$ cat src/rtl/rst_seq_ctrl.sv
// rst_seq_ctrl: reset sequencer for the CPU, memory and I/O domains.
//
// Synchronises the asynchronous board reset to clk, holds every domain in
// reset for HOLD_CYCLES after the synchronised release, then releases the
// NUM_CH domain resets one at a time, GAP_CYCLES apart, bit 0 first. A
// single-cycle soft_rst_req replays the sequence without re-running the
// synchroniser.
//
// Optional feature macro: RST_SEQ_SOFT_CNT_EN
//   defined   : soft_rst_cnt counts accepted warm resets (saturating at 255)
//   undefined : soft_rst_cnt is tied to 0 and no counter flops are built
//
// Ports:
//   clk           in   system clock
//   rst_n         in   board reset, asynchronous, active-low
//   soft_rst_req  in   warm-reset request, synchronous to clk
//   ch_rst_n      out  per-domain active-low resets, bit 0 released first
//   busy          out  high while any channel is still in reset
//   seq_done      out  high once all channels are released
//   soft_rst_cnt  out  number of accepted warm resets
module rst_seq_ctrl #(
  parameter int unsigned NUM_CH      = 4,
  parameter int unsigned SYNC_STAGES = 2,
  parameter int unsigned HOLD_CYCLES = 10,
  parameter int unsigned GAP_CYCLES  = 4,
  parameter int unsigned CNT_W       = 8
) (
  input  logic              clk,
  input  logic              rst_n,
  input  logic              soft_rst_req,
  output logic [NUM_CH-1:0] ch_rst_n,
  output logic              busy,
  output logic              seq_done,
  output logic [7:0]        soft_rst_cnt
);

  localparam int unsigned IdxW = $clog2(NUM_CH + 1);
  localparam longint unsigned MaxCnt =
      (HOLD_CYCLES > GAP_CYCLES) ? 64'(HOLD_CYCLES) : 64'(GAP_CYCLES);
  localparam longint unsigned CntLimit = 64'd1 << CNT_W;
  localparam logic [NUM_CH-1:0] ChOne = 1;

  localparam logic [1:0] StHold = 2'd0;
  localparam logic [1:0] StGap  = 2'd1;
  localparam logic [1:0] StDone = 2'd2;

  // Reject illegal configurations at elaboration time.
  if (HOLD_CYCLES < 1 || GAP_CYCLES < 1 || SYNC_STAGES < 2 || NUM_CH < 1 || NUM_CH > 16 ||
      CNT_W < 1 || ((CNT_W < 32) && (MaxCnt >= CntLimit))) begin : g_param_check
    $error("rst_seq_ctrl: illegal parameter combination");
  end

  // Reset-deassert synchroniser: cleared asynchronously, shifts in ones.
  logic [SYNC_STAGES-1:0] sync_q, sync_d;
  logic                   rst_sync;

  assign sync_d   = {sync_q[SYNC_STAGES-2:0], 1'b1};
  assign rst_sync = sync_q[SYNC_STAGES-1];

  always_ff @(posedge clk or negedge rst_n) begin
    if (!rst_n) begin
      sync_q <= '0;
    end else begin
      sync_q <= sync_d;
    end
  end

  // Sequencer FSM
  logic [1:0]        state_q, state_d;
  logic [CNT_W-1:0]  cnt_q, cnt_d, cnt_inc;
  logic [IdxW-1:0]   idx_q, idx_d;
  logic [NUM_CH-1:0] ch_q, ch_d;
  logic              done_q, done_d;

  assign cnt_inc = cnt_q + 1'b1;

  always_comb begin
    state_d = state_q;
    cnt_d   = cnt_q;
    idx_d   = idx_q;
    ch_d    = ch_q;
    done_d  = done_q;
    if (!rst_sync || soft_rst_req) begin
      state_d = StHold;
      cnt_d   = '0;
      idx_d   = '0;
      ch_d    = '0;
      done_d  = 1'b0;
    end else begin
      case (state_q)
        StHold: begin
          cnt_d = cnt_inc;
          if (cnt_inc == CNT_W'(HOLD_CYCLES)) begin
            ch_d  = ChOne;
            idx_d = IdxW'(1);
            cnt_d = '0;
            if (NUM_CH == 1) begin
              state_d = StDone;
              done_d  = 1'b1;
            end else begin
              state_d = StGap;
            end
          end
        end
        StGap: begin
          cnt_d = cnt_inc;
          if (cnt_inc == CNT_W'(GAP_CYCLES)) begin
            // Channels release in order, so the reset vector is a thermometer code.
            ch_d  = (ch_q << 1) | ChOne;
            idx_d = idx_q + 1'b1;
            cnt_d = '0;
            if (idx_q == IdxW'(NUM_CH - 1)) begin
              state_d = StDone;
              done_d  = 1'b1;
            end
          end
        end
        StDone: begin
          state_d = StDone;
        end
        default: begin
          state_d = StHold;
        end
      endcase
    end
  end

  always_ff @(posedge clk or negedge rst_n) begin
    if (!rst_n) begin
      state_q <= StHold;
      cnt_q   <= '0;
      idx_q   <= '0;
      ch_q    <= '0;
      done_q  <= 1'b0;
    end else begin
      state_q <= state_d;
      cnt_q   <= cnt_d;
      idx_q   <= idx_d;
      ch_q    <= ch_d;
      done_q  <= done_d;
    end
  end

  assign ch_rst_n = ch_q;
  assign seq_done = done_q;
  assign busy     = ~done_q;

`ifdef RST_SEQ_SOFT_CNT_EN
  // Requests arriving in HOLD are not counted, so a held request counts once.
  logic [7:0] soft_cnt_q, soft_cnt_d;

  always_comb begin
    soft_cnt_d = soft_cnt_q;
    if (soft_rst_req && (state_q != StHold) && (soft_cnt_q != 8'hFF)) begin
      soft_cnt_d = soft_cnt_q + 8'd1;
    end
  end

  always_ff @(posedge clk or negedge rst_n) begin
    if (!rst_n) begin
      soft_cnt_q <= 8'h00;
    end else begin
      soft_cnt_q <= soft_cnt_d;
    end
  end

  assign soft_rst_cnt = soft_cnt_q;
`else
  assign soft_rst_cnt = 8'h00;
`endif

endmodule

$ cat config.mk
export PLATFORM = sky130hd
export DESIGN_NAME = rst_seq_ctrl
export DESIGN_NICKNAME = d
export VERILOG_FILES = /design/src/rtl/rst_seq_ctrl.sv
export SDC_FILE = /design/constraint.sdc
export NUM_CORES = 1
export LEC_CHECK = 0
export ABC_AREA = 1
export CORE_MARGIN = 2
export CORE_UTILIZATION = 35
export CTS_CLUSTER_DIAMETER = 80
export DETAILED_ROUTE_END_ITERATION = 8
export PLACE_DENSITY = 0.57
export SETUP_SLACK_MARGIN = 0.15
export SYNTH_ARGS = -nofsm -noshare
export SYNTH_HDL_FRONTEND = slang
export SYNTH_SLANG_ARGS = --single-unit
$ cat constraint.sdc
create_clock -name clk -period 2.1 [get_ports clk]
set_clock_uncertainty 0.15 [all_clocks]
set_input_delay 0.21 -clock clk [delete_from_list [all_inputs] [get_ports clk]]
set_output_delay 0.21 -clock clk [all_outputs]
set_load 0.05 [all_outputs]
==> results of run 1 <==
## placed cells by master (no fill, tap or decap), types with 5 or more instances in the layout
cell,count
dfrtp_1,19
nor2_1,12
buf_6,5
buf_4,10
ha_1,6
nand3_2,5
nor2_2,5
clkdlybuf4s50_1,8
inv_1,23
nand2_1,39
nand4_1,12
conb_1,9
nand2_2,13
## report_power, final
part	leakage (uW)	switching, uW	internal, uW
Sequential	0.000269	14.2	401
Clock	0.0000357	140	254
Combinational	0.000534	139	69.5
## worst min path at each step
stage / start / endpoint / slack [ps] / cells after the start
after floorplan: rst_n / ch_rst_n[0] / -240 / 0
after global placement: sync_q[0] / sync_q[1] / 180 / 0
after detailed placement: sync_q[0] / sync_q[1] / 190 / 0
after CTS: rst_n / state_q[0] / 150 / 2
after global routing: rst_n / ch_rst_n[2] / 170 / 2
final: rst_n / state_q[0] / 130 / 2
## state kept, by name (all words and copies together), names as in the netlist
signal    cells
ch_rst_n      4
cnt_q         8
idx_q         3
seq_done      1
state_q       2
sync_q        2
## worst register-to-register path, delay by kind of cell (launching register included)
kind	cells	cell delay (ps)
adder cells (fa/ha/maj)	1	180
flip-flops	1	420
AND/OR/NAND/NOR	11	1050
## per-layer routing
metal / vias up / routed length (um)
li1: 589 / -
met1: 528 / 1420
met2: 20 / 1210
met5: - / 0
met3: 4 / 66
met4: 0 / 35
## metrics by stage
stage	utilization (%)	hold slack, ps	power, uW	std cells	setup slack (ps)
floorplan	-	-236	567	187	291
global placement	40.4	184	605	240	75.1
detailed placement	40.4	190	605	240	71.3
CTS	43.1	148	1010	246	184
global route	46.6	168	1080	248	54.4
finish	46.6	135	1020	248	210
## what timing repair did
| action | 4_1_cts | 5_1_grt |
|---|---|---|
| pin swaps | 1 | 20 |
| resized for setup | 3 | 31 |
| setup buffers | 2 | 2 |
| hold buffers | 0 | 0 |
| setup endpoints to repair | 8 | 17 |
## cell families after synthesis
| logic type | after synthesis | synth area share [%] |
|---|---|---|
| simple gates | 101 | 35.4 |
| buf+inv | 38 | 15.3 |
| xor+xnor | 2 | 1.29 |
| flops | 20 | 36.9 |
| compound gates | 10 | 4.15 |
| fa+ha+maj | 7 | 6.45 |
| other cells | 2 | 0.553 |
## final cells by class
cell class / count / area share [%]
sequential: 20 / 29.2
multi-input combinational: 129 / 45.6
timing repair buffer: 23 / 12.3
inverter: 24 / 5.24
clock buffer: 3 / 2.40
tap: 48 / 3.50
clock inverter: 1 / 1.75
==> impl_metrics.py, run 1 <==
metrics = {
    "flow_run": {
        "maxCapViolCount": 0,
    },
    "die": {
        "die_width_um": 66.3,
        "initial_utilization_pct": 36.8,
        "die_h_um": 66.3,
        "die_area_sq_um": 4390,
        "rows": 22,
        "core_area_sq_um": 3690,
        "top_level_ports": 17,
    },
    "synthesis": {
        "yosys.cell_types.count": 25,
        "synthTopCellsByCount": "nand2_1 (49), inv_1 (24), dfrtp_1 (20), nor2_1 (15), nand4_1 (12)",
        "synthTopCellsByArea": "dfrtp_1 (37%), nand2_1 (14%), inv_1 (6.6%), ha_1 (6.5%), nand4_1 (5.5%)",
        "synthFlopType": "dfrtp_1",
        "synth_edf_count": 0,
        "async_flop_share_pct": 100,
        "synth-seq-cells": 20,
        "synth.avg_cell_area_sq_um": 7.54,
        "yosysSeqAreaShare_pct": 36.9,
        "ys.warnings.count": 0,
        "netlist_area_sq_um": 1360,
        "synth_top_area_share_pct": 36.9,
        "synthCells": 180,
        "yosysTopAreaCell": "dfrtp_1",
        "synth.most_common_cell": "nand2_1",
    },
    "global_route": {
        "antenna_found_initial": 0,
        "use_met3_pct": 2.04,
        "busiest_layer": "met2",
        "grt_pass1_wl_um": 4820,
        "grt_use_total_pct": 14.0,
        "grt_max_degree": 21,
        "grt_overflow": 0,
        "grt_pass1_vias": 1099,
        "use_met1_pct": 20.8,
        "use_met2_pct": 21.5,
    },
    "drt": {
        "dr.pass1.iters": 4,
        "drc": 0,
        "wl_um": 2730,
        "drtIter0Drc": 51,
        "antenna_left": 0,
        "vias": 1141,
        "routedWlPerCell_um": 11.0,
        "via_per_inst": 4.60,
    },
    "timing": {
        "hold_viol_final": 0,
        "final.period_utilization_pct": 90.0,
        "worst_pin_slew_ps": 498,
        "setup_violations": 0,
        "final.setup.tns_ps": 0,
        "rsz0062_at_grt": "true",
        "post-route-min-period_ps": 1890,
        "max_freq_ghz": 0.529,
        "slew_headroom_pct": 66.7,
        "report.final.slew_viol_count": 0,
    },
    "power": {
        "power_density_nw_per_um2": 592,
        "irDropWorstVdd_mv": 0.408,
        "p_leak_uw": 0.000839,
    },
    "worst_setup_path": {
        "cp-end-kind": "register",
        "critPathKind": "register to register",
        "cp_max_fo": 7,
        "timing.rr.start": "cnt_q[1]",
        "crit_required_ps": 2110,
        "r2r_end": "idx_q[1]",
        "reg2reg_depth": 12,
        "crit_chain": "ha_4 -> nand3_2 -> nor2_2 -> nand2_1 -> nand2_1 -> nand2_1 -> nor2_4 -> nand2_2 -> nand2_4 -> nand3_4 -> nand2_2 -> nand2_2",
        "startpoint": "cnt_q[1]",
        "crit_cells": 12,
        "startpoint_type": "register",
        "cpPeakStageDelay_ps": 420,
        "arrival_ps": 1900,
        "worst_path_max_delay_cell": "dfrtp_1",
        "path_delay_family": "simple AND/OR/NAND/NOR gates",
        "rrSetupSlack_ps": 210,
        "critPathBufInv": 0,
        "critical_path.endpoint": "idx_q[1]",
    },
    "min_path": {
        "hold_class": "input port to asynchronous set/reset pin",
    },
    "place": {
        "place_area_sq_um": 1490,
        "io_buffers": 8,
        "place_congestion": 0.802,
        "dp_hpwl_um": 1950,
    },
    "clock_network": {
        "cts_buffers": 3,
        "htreeDepth": 1,
        "root_buffer": "clkbuf_8",
        "clock-sinks": 20,
        "clkTransAtPathRegs_ps": 90,
        "clockBufferDepth": 2,
        "cts_tree": "built",
        "clkLatencyLatePin_ps": 260,
    },
    "finish": {
        "drive_above_1_share_pct": 27.5,
        "syn2layout_area_growth_pct": 26.5,
        "diodes": 0,
        "multi_input_area_sq_um": 783,
        "regArea_sq_um": 502,
        "n_fill_cell": 375,
        "layout.nets": 211,
        "stdcell_area_sq_um": 1720,
    },
    "status": {
        "status": "finished clean",
    },
}
Power figures use the tool's default switching activity.
==> inputs of run 2 (changes only) <==
--- a/config.mk
+++ b/config.mk
@@ -6,10 +6,12 @@
 export NUM_CORES = 1
 export LEC_CHECK = 0
 export ABC_AREA = 1
+export CORE_ASPECT_RATIO = 0.8
 export CORE_MARGIN = 2
 export CORE_UTILIZATION = 35
 export CTS_CLUSTER_DIAMETER = 80
 export DETAILED_ROUTE_END_ITERATION = 8
+export HOLD_SLACK_MARGIN = 0.05
 export PLACE_DENSITY = 0.57
 export SETUP_SLACK_MARGIN = 0.15
 export SYNTH_ARGS = -nofsm -noshare
==> impl_metrics.py, run 2 (same netlist as run 1, synthesis figures left out) <==
metrics = {
    "status": {
        "status": "finished clean",
    },
    "global_route": {
        "grt_max_degree": 21,
        "antenna_found_initial": 0,
        "grt_pass1_vias": 983,
        "grt_overflow": 0,
        "grt_pass1_wl_um": 4550,
        "grt_use_total_pct": 13.6,
    },
    "drt": {
        "vias": 1139,
        "wl_um": 2800,
        "drc": 0,
        "dr.pass1.iters": 4,
        "antenna_left": 0,
        "via_per_inst": 4.57,
        "routedWlPerCell_um": 11.2,
        "drtIter0Drc": 76,
    },
    "worst_setup_path": {
        "cp_common_cell": "nand2_2",
        "crit_required_ps": 2150,
        "critPathBufInv": 1,
        "cp-end-kind": "register",
        "arrival_ps": 1950,
        "worst_path_max_delay_cell": "dfrtp_1",
        "path_delay_family": "simple AND/OR/NAND/NOR gates",
        "startpoint_type": "register",
        "cp_max_fo": 8,
        "crit_chain": "ha_4 -> nand2_2 -> nor2_2 -> nand2_1 -> nand2_2 -> nand3_2 -> nor2_4 -> nand2_2 -> nand2_4 -> buf_6 -> nand4_1 -> nand2_1",
        "critPathKind": "register to register",
        "cpPeakStageDelay_ps": 410,
    },
    "finish": {
        "layout.nets": 217,
        "largest_reg_flops": 8,
        "drive_above_1_share_pct": 28.3,
        "top_register": "cnt_q",
        "final_cell_mix": "nand2_1 (40), inv_1 (24), dfrtp_1 (19), buf_4 (17), nand2_2 (13)",
        "final_common_cell": "nand2_1",
        "syn2layout_area_growth_pct": 27.4,
        "instances_no_fill": 249,
        "diodes": 0,
    },
    "timing": {
        "worst_pin_slew_ps": 503,
        "slew_headroom_pct": 66.4,
        "post-route-min-period_ps": 1900,
        "final.period_utilization_pct": 90.4,
        "hold_viol_final": 0,
        "worst_slack_ps": 201,
        "final.setup.tns_ps": 0,
        "max_freq_ghz": 0.527,
        "rsz0062_at_grt": "true",
        "report.final.slew_viol_count": 0,
        "setup_violations": 0,
    },
    "clock_network": {
        "root_buffer": "clkbuf_8",
        "clkLatencyLatePin_ps": 260,
        "clockBufferDepth": 2,
        "clkTransAtPathRegs_ps": 70,
        "htreeDepth": 1,
        "ctsHoldBuffers": 0,
        "cts_tree": "built",
        "clock-sinks": 20,
        "cts_buffers": 3,
    },
    "die": {
        "core_area_sq_um": 3750,
        "die_h_um": 59.7,
        "die_area_sq_um": 4400,
        "die_width_um": 73.6,
        "top_level_ports": 17,
        "rows": 20,
        "initial_utilization_pct": 36.2,
    },
    "flow_run": {
        "maxCapViolCount": 0,
    },
    "power": {
        "combinationalPowerShare_pct": 24.1,
        "swShare_pct": 31.5,
        "clkPwrFrac_pct": 28.9,
        "power_density_nw_per_um2": 510,
        "internal-power_uw": 604,
        "seqPwrFrac_pct": 47.0,
        "switchingPower_uw": 277,
        "p_leak_uw": 0.000831,
        "irDropWorstVdd_mv": 0.353,
    },
    "place": {
        "place_congestion": 0.794,
        "dp_hpwl_um": 2000,
        "io_buffers": 8,
        "dp_slack_ps": 55.9,
        "placed_cells_incl_taps": 236,
    },
    "min_path": {
        "hold_class": "input port to asynchronous set/reset pin",
    },
}
-- run 2: cell count changes in the layout (fill, tap and decap cells not counted), sizes merged --
cell / delta
buf: +6
bufinv: -1
-- run 2: path summary, 6_finish.rpt --
| check | startpoint | endpoint | slack [ps] | cells past startpoint |
|---|---|---|---|---|
| worst max register to register | cnt_q[1] | ch_rst_n[2] | 200 | 12 |
| max in group asynchronous | rst_n | cnt_q[2] | 1440 | 2 |
| worst min register to register | sync_q[0] | sync_q[1] | 220 | 0 |
| min in group clk | sync_q[0] | sync_q[1] | 220 | 0 |
| worst max-delay path | cnt_q[1] | ch_rst_n[2] | 200 | 12 |
| worst min-delay path | rst_n | cnt_q[4] | 130 | 2 |
-- run 2: final cells by class --
type,count,area [sq um]
fillers,376,2020
multi-input cells,129,788
flip-flops and latches,20,502
repair buffers,29,253
inverters,24,90.1
well taps,44,55.1
clock buffers,3,41.3
-- run 2: power groups by stage --
stage	Combinational, uW	Clock, uW	Sequential (uW)
floorplan	138	0	429
global placement	186	0	421
detailed placement	183	0	421
CTS	199	263	412
global route	239	280	416
finish	213	254	414
-- run 2: what timing repair did --
| item | 4_1_cts | 5_1_grt |
|---|---|---|
| setup buffers | 4 | 6 |
| endpoints found under the setup margin | 11 | 14 |
| pin swaps | 1 | 14 |
| resized for setup | 4 | 29 |
-- run 2: routing by layer --
layer  GRT usage (%)  part of all wire [%]  wire length, um  vias to the layer above
li1                -                     -                -                      604
met1            20.3                    53             1490                      511
met2            19.6                    41             1160                       22
met3            3.71                   4.4              124                        2
met4            3.12                  0.96               27                        0
met5               0                     0                0                        -
-- run 2: per-stage QoR --
stage                     hold WS [ps]  area [sq um]  power, uW  util, %
final                              135          1730        881     46.1
after detailed placement           202          1480        604     39.5
after floorplan                   -236          1380        567        -
after CTS                          147          1580        874     42.0
after global placement             202          1480        607     39.5
after global routing               177          1730        935     46.1
